`src/rtl/axi_pkg.sv`:
```
// Shared AXI constants and FSM state type for the SRAM-backed write slave.
package axi_pkg;

  // Widths of the AXI signals seen on the slave side of the interconnect.
  localparam int unsigned AXI_IDS_BITS  = 8;
  localparam int unsigned AXI_ADDR_BITS = 32;
  localparam int unsigned AXI_LEN_BITS  = 4;
  localparam int unsigned AXI_SIZE_BITS = 3;
  localparam int unsigned AXI_DATA_BITS = 32;
  localparam int unsigned AXI_STRB_BITS = 4;

  // BRESP codes.
  localparam logic [1:0] OKAY   = 2'b00;
  localparam logic [1:0] SLVERR = 2'b10;

  // The only AWSIZE/AWBURST combination this slave supports.
  localparam logic [AXI_SIZE_BITS-1:0] AXI_SIZE_WORD  = 3'd2;
  localparam logic [1:0]               AXI_BURST_INCR = 2'd1;

  typedef enum logic [1:0] {
    IDLE,
    DATA,
    RESP
  } state_e;

endpackage

```
`src/rtl/slave_write_resp.sv`:
```
// B-channel holding register: loads ID and status on the last W beat and
// keeps BVALID/BID/BRESP stable until the interconnect takes the response.
module slave_write_resp
  import axi_pkg::*;
#(
  parameter int unsigned ID_BITS = AXI_IDS_BITS
) (
  input  logic               clk,
  input  logic               rst,
  input  logic               load,
  input  logic [ID_BITS-1:0] load_id,
  input  logic               load_err,
  input  logic               ready,
  output logic               valid,
  output logic [ID_BITS-1:0] id,
  output logic [1:0]         resp
);

  logic               valid_q;
  logic [ID_BITS-1:0] id_q;
  logic [1:0]         resp_q;

  // Response register; ID and code are only rewritten by a new load.
  always_ff @(posedge clk or posedge rst) begin
    if (rst) begin
      valid_q <= 1'b0;
      id_q    <= '0;
      resp_q  <= OKAY;
    end else if (load) begin
      valid_q <= 1'b1;
      id_q    <= load_id;
      resp_q  <= load_err ? SLVERR : OKAY;
    end else if (valid_q && ready) begin
      valid_q <= 1'b0;
    end
  end

  assign valid = valid_q;
  assign id    = id_q;
  assign resp  = resp_q;

endmodule

```
`src/rtl/slave_write.sv`:
```
// AXI write-channel slave: one AW at a time, each W beat becomes a
// single-cycle byte-masked SRAM write, then a B response with the stored ID.
module slave_write
  import axi_pkg::*;
#(
  parameter int unsigned MEM_ADDR_BITS = 14,
  parameter int unsigned MAX_LEN       = 15
) (
  input  logic                     clk,
  input  logic                     rst,
  input  logic [AXI_IDS_BITS-1:0]  AWID_S,
  input  logic [AXI_ADDR_BITS-1:0] AWADDR_S,
  input  logic [AXI_LEN_BITS-1:0]  AWLEN_S,
  input  logic [AXI_SIZE_BITS-1:0] AWSIZE_S,
  input  logic [1:0]               AWBURST_S,
  input  logic                     AWVALID_S,
  output logic                     AWREADY_S,
  input  logic [AXI_DATA_BITS-1:0] WDATA_S,
  input  logic [AXI_STRB_BITS-1:0] WSTRB_S,
  input  logic                     WLAST_S,
  input  logic                     WVALID_S,
  output logic                     WREADY_S,
  output logic [AXI_IDS_BITS-1:0]  BID_S,
  output logic [1:0]               BRESP_S,
  output logic                     BVALID_S,
  input  logic                     BREADY_S,
  output logic                     mem_cs,
  output logic [3:0]               mem_web,
  output logic [MEM_ADDR_BITS-1:0] mem_addr,
  output logic [31:0]              mem_di
);

  // Extra bit so beats past AWLEN never alias back onto a valid count.
  localparam int unsigned CntBits = AXI_LEN_BITS + 1;

  state_e                    state_q, state_d;
  logic [MEM_ADDR_BITS-1:0]  ptr_q, ptr_d;
  logic [AXI_LEN_BITS-1:0]   len_q, len_d;
  logic [CntBits-1:0]        cnt_q, cnt_d;
  logic                      err_q, err_d;
  logic [AXI_IDS_BITS-1:0]   id_q, id_d;
  logic                      resp_load;
  logic                      last_mismatch;
  logic                      beyond_len;

  // Address bits outside the word pointer are ignored.
  logic unused_addr;
  assign unused_addr = ^{AWADDR_S[AXI_ADDR_BITS-1:MEM_ADDR_BITS+2], AWADDR_S[1:0]};

  assign last_mismatch = WLAST_S ? (cnt_q != {1'b0, len_q}) : (cnt_q == {1'b0, len_q});
  assign beyond_len    = cnt_q > {1'b0, len_q};

  // Transaction state registers.
  always_ff @(posedge clk or posedge rst) begin
    if (rst) begin
      state_q <= IDLE;
      ptr_q   <= '0;
      len_q   <= '0;
      cnt_q   <= '0;
      err_q   <= 1'b0;
      id_q    <= '0;
    end else begin
      state_q <= state_d;
      ptr_q   <= ptr_d;
      len_q   <= len_d;
      cnt_q   <= cnt_d;
      err_q   <= err_d;
      id_q    <= id_d;
    end
  end

  // Next-state, handshake readies and SRAM strobes.
  always_comb begin
    state_d   = state_q;
    ptr_d     = ptr_q;
    len_d     = len_q;
    cnt_d     = cnt_q;
    err_d     = err_q;
    id_d      = id_q;
    resp_load = 1'b0;
    AWREADY_S = 1'b0;
    WREADY_S  = 1'b0;
    mem_cs    = 1'b0;
    mem_web   = 4'b1111;
    mem_addr  = ptr_q;
    mem_di    = '0;

    unique case (state_q)
      IDLE: begin
        // Gated by rst so the port reads 0 while reset is held.
        AWREADY_S = !rst;
        if (AWVALID_S && !rst) begin
          id_d    = AWID_S;
          ptr_d   = AWADDR_S[MEM_ADDR_BITS+1:2];
          len_d   = AWLEN_S;
          cnt_d   = '0;
          err_d   = (AWSIZE_S != AXI_SIZE_WORD) || (AWBURST_S != AXI_BURST_INCR) ||
                    (32'(AWLEN_S) > MAX_LEN);
          state_d = DATA;
        end
      end
      DATA: begin
        WREADY_S = 1'b1;
        if (WVALID_S) begin
          mem_cs  = 1'b1;
          mem_di  = WDATA_S;
          mem_web = beyond_len ? 4'b1111 : WSTRB_S;
          ptr_d   = ptr_q + 1'b1;
          cnt_d   = (cnt_q == '1) ? cnt_q : cnt_q + 1'b1;
          if (last_mismatch) begin
            err_d = 1'b1;
          end
          if (WLAST_S) begin
            resp_load = 1'b1;
            state_d   = RESP;
          end
        end
      end
      RESP: begin
        if (BVALID_S && BREADY_S) begin
          state_d = IDLE;
        end
      end
      default: state_d = IDLE;
    endcase
  end

  slave_write_resp #(
    .ID_BITS(AXI_IDS_BITS)
  ) u_resp (
    .clk      (clk),
    .rst      (rst),
    .load     (resp_load),
    .load_id  (id_q),
    .load_err (err_d),
    .ready    (BREADY_S),
    .valid    (BVALID_S),
    .id       (BID_S),
    .resp     (BRESP_S)
  );

endmodule

```
`config.mk`:
```
export PLATFORM = sky130hd
export DESIGN_NAME = slave_write
export DESIGN_NICKNAME = d
export VERILOG_FILES = /design/src/rtl/axi_pkg.sv /design/src/rtl/slave_write_resp.sv /design/src/rtl/slave_write.sv
export SDC_FILE = /design/constraint.sdc
export NUM_CORES = 1
export LEC_CHECK = 0
export CAP_MARGIN = 20
export CORE_ASPECT_RATIO = 1.4
export CORE_MARGIN = 2
export CORE_UTILIZATION = 37
export CTS_BUF_LIST = sky130_fd_sc_hd__clkbuf_8 sky130_fd_sc_hd__clkbuf_16
export CTS_CLUSTER_SIZE = 20
export DETAILED_ROUTE_END_ITERATION = 12
export GPL_ROUTABILITY_DRIVEN = 0
export PLACE_DENSITY_LB_ADDON = 0.25
export SYNTH_ARGS = -nofsm -noshare
export SYNTH_HDL_FRONTEND = slang
export SYNTH_SLANG_ARGS = --single-unit
```
`constraint.sdc`:
```
create_clock -name clk -period 2 [get_ports clk]
set_clock_uncertainty 0.05 [all_clocks]
set_input_delay 0.3 -clock clk [delete_from_list [all_inputs] [get_ports clk]]
set_output_delay 0.3 -clock clk [all_outputs]
set_load 0.01 [all_outputs]
```
==> flow_summary.yaml <==
outcome:
  outcome: "finished, violations left"
  violations: "setup timing"
finish:
  final_cell_mix: "clkdlybuf4s50_1 (96), nand2_1 (46), dfrtp_1 (44)"
  n_antenna_cell: 0
  area_growth_pct: 70.7
  final_common_cell: "clkdlybuf4s50_1"
  layout-drive-gt1-share_pct: 13.3
  utilization_pct: 65.1
  final_nets: 526
  fillers: 591
yosys:
  yosys.area.top_type: "dfrtp_1"
  synth_cells: 278
  synth_edf_count: 0
  syn_nets: 376
  netlist_top_cells_area: "dfrtp_1 (44%), and3_1 (8.6%), nand2_1 (6.9%), o21ai_0 (3.6%), ha_1 (3.5%)"
  avgSynthCellArea_sq_um: 8.95
  syn_area_sq_um: 2490
  yosysWarnings: 0
  synthArstFlopShare_pct: 100
  yosysTopAreaCellShare_pct: 44.3
  yosysSeqAreaShare_pct: 44.3
  ys_ff_latch: 44
  synth_flop_cell: "dfrtp_1"
  synth_cell_types: 43
place:
  pre_cts_ws_ns: -0.239
  dp_hpwl_mm: 5.91
  io_buffers: 135
route:
  first_pass_iters: 5
  drt_iter0_markers: 191
  wl_per_cell_um: 15.6
  drcViolationCount: 0
  wirelength_mm: 7.87
  vias: 2603
  ant_nets: 0
  viasPerCell: 5.17
clocking:
  clkLatencyLatePin_ns: 0.30
  clock_sinks: 44
  htree_num_levels: 2
  clk_path_buf_depth: 2
  path_clk_slew_ns: 0.08
  cts.root.buffer_cell: "clkbuf_8"
  hold_buffers: 0
  tritoncts.num_buffers: 5
  cts_tree: "yes"
die:
  die_x_um: 73.3
  die_h_um: 101
  rows: 35
  core_area_sq_um: 6530
  dieArea_sq_um: 7400
  initial_core_util_pct: 38.1
  num_io_pins: 155
setup_path:
  worstPathRequired_ns: 1.65
  cp-start-kind: "flip-flop"
  endpoint_kind: "output pin"
  critPathArrivalTime_ns: 1.76
  cp-startpoint: "len_q[1]$_DFFE_PP0P_"
  timing.rr.start: "cnt_q[1]$_DFFE_PP0P_"
  worstSetupPathType: "reg2out"
  crit_fanout: 4
min_path:
  hold_path_class: "in2async"
grt:
  grt_pass1_wl_mm: 12.1
  grt_max_degree: 36
  grt_pass1_vias: 2465
  antenna_found_initial: 0
  gr-total-overflow: 0
  grt_util_all_layers_pct: 20.7
power:
  p_leak_nw: 2.26
  power_density_nw_per_um2: 1220
  irDropWorstVdd_mv: 0.786
timing:
  period_share_pct: 105
  fin_crit_ns: 2.11
  setup_ws_ns: -0.105
  hold_viol: 0
  rsz0062_at_grt: "yes"
  max_freq_mhz: 475
  finalSetupViolCount: 4
  report.final.slew_viol_count: 0
job:
  cap_violations: 0
## what timing repair did
item,4_1_cts,5_1_grt
resized for setup,50,20
buffers inserted,0,2
gates cloned,1,1
endpoints found under the hold margin,0,0
setup endpoints to repair,45,19
pin swaps,0,2
## report_power, final
part | switching, mW | total (mW) | internal [mW]
clock | 0.315 | 0.691 | 0.376
sequential | 0.332 | 1.61 | 1.27
combinational | 1.37 | 2.89 | 1.52
total | 2.02 | 5.18 | 3.17
## layout make-up
type / instances / area, sq um / share of cell area (%)
Timing Repair Buffer: 161 / 1580 / 37.2
Multi-Input combinational cell: 207 / 1310 / 30.9
Sequential cell: 44 / 1100 / 25.9
Tap cell: 74 / 92.6 / 2.18
Clock buffer: 5 / 68.8 / 1.62
Clock inverter: 3 / 46.3 / 1.09
Inverter: 8 / 37.5 / 0.884
Timing Repair inverter: 1 / 11.3 / 0.265
## path summary, 6_finish.rpt
kind | end | slack (ns) | cells after the start
worst min-delay path | id_q[2]$_DFFE_PP0P_ | 0.41 | 3
min in group clk | id_q[5]$_DFFE_PP0P_ | 0.42 | 2
worst max-delay path | mem_web[0] | -0.11 | 8
max in group asynchronous | state_q[0]$_DFFE_PP0P_ | 1.16 | 3
worst max register to register | cnt_q[0]$_DFFE_PP0P_ | 0.14 | 7
worst min register to register | id_q[5]$_DFFE_PP0P_ | 0.41 | 2
## worst max-delay path, cell delays in order, from the launching register on
cell and delay (ns):
dfrtp_1 0.38, inv_2 0.08, ha_4 0.20, nor2b_4 0.12
o21a_1 0.17, o21ai_2 0.15, o2bb2ai_4 0.15, nand2b_1 0.07
buf_2 0.14
## per-layer routing
layer | part of all wire, % | global-route usage (%) | vias to the layer above
li1 | - | - | 1278
met1 | 40 | 25.6 | 1235
met2 | 53 | 36.0 | 80
met3 | 5.0 | 4.30 | 10
met4 | 1.0 | 5.45 | 0
met5 | 0 | 0 | -
## Yosys cell counts (all sizes together) (3+ instances only)
cell	n
clkbuf	7
a21oi	18
nand2b	5
o21ai	20
ha	7
nand4	5
nor2	17
inv	8
o22ai	3
a2bb2oi	4
nand2	46
nand3	12
nand3b	3
buf	12
and3	35
nor3	4
dfrtp	44
mux2	9
## through the flow
step	hold WS [ns]	instance area [sq um]	cells	TNS [ns]	power, mW
after floorplan	0.355	2490	278	0	2.98
after global placement	0.400	4020	491	-5.65	4.26
after detailed placement	0.410	4020	491	-5.71	4.35
after CTS	0.410	4150	500	-1.57	5.11
after global routing	0.465	4250	503	-0.818	5.59
final	0.415	4250	503	-0.403	5.18
## flip-flops by register name (all words and copies together), names as in the netlist
register      count
cnt_q             5
u_resp.valid      1
u_resp.id         8
len_q             4
u_resp.resp       1
mem_addr         14
state_q           2
err_q             1
id_q              8
## kinds of logic (layout without fill, tap and decap cells)
group,after synthesis,after routing,share of synthesized area (%)
buf+inv,27,178,5.03
other cells,1,1,0.151
mux,9,9,4.07
flops,44,44,44.3
xor+xnor,2,2,0.704
fa+ha+maj,7,7,3.52
compound gates,54,54,13.4
simple gates,134,134,28.9
Power figures use the tool's default switching activity.
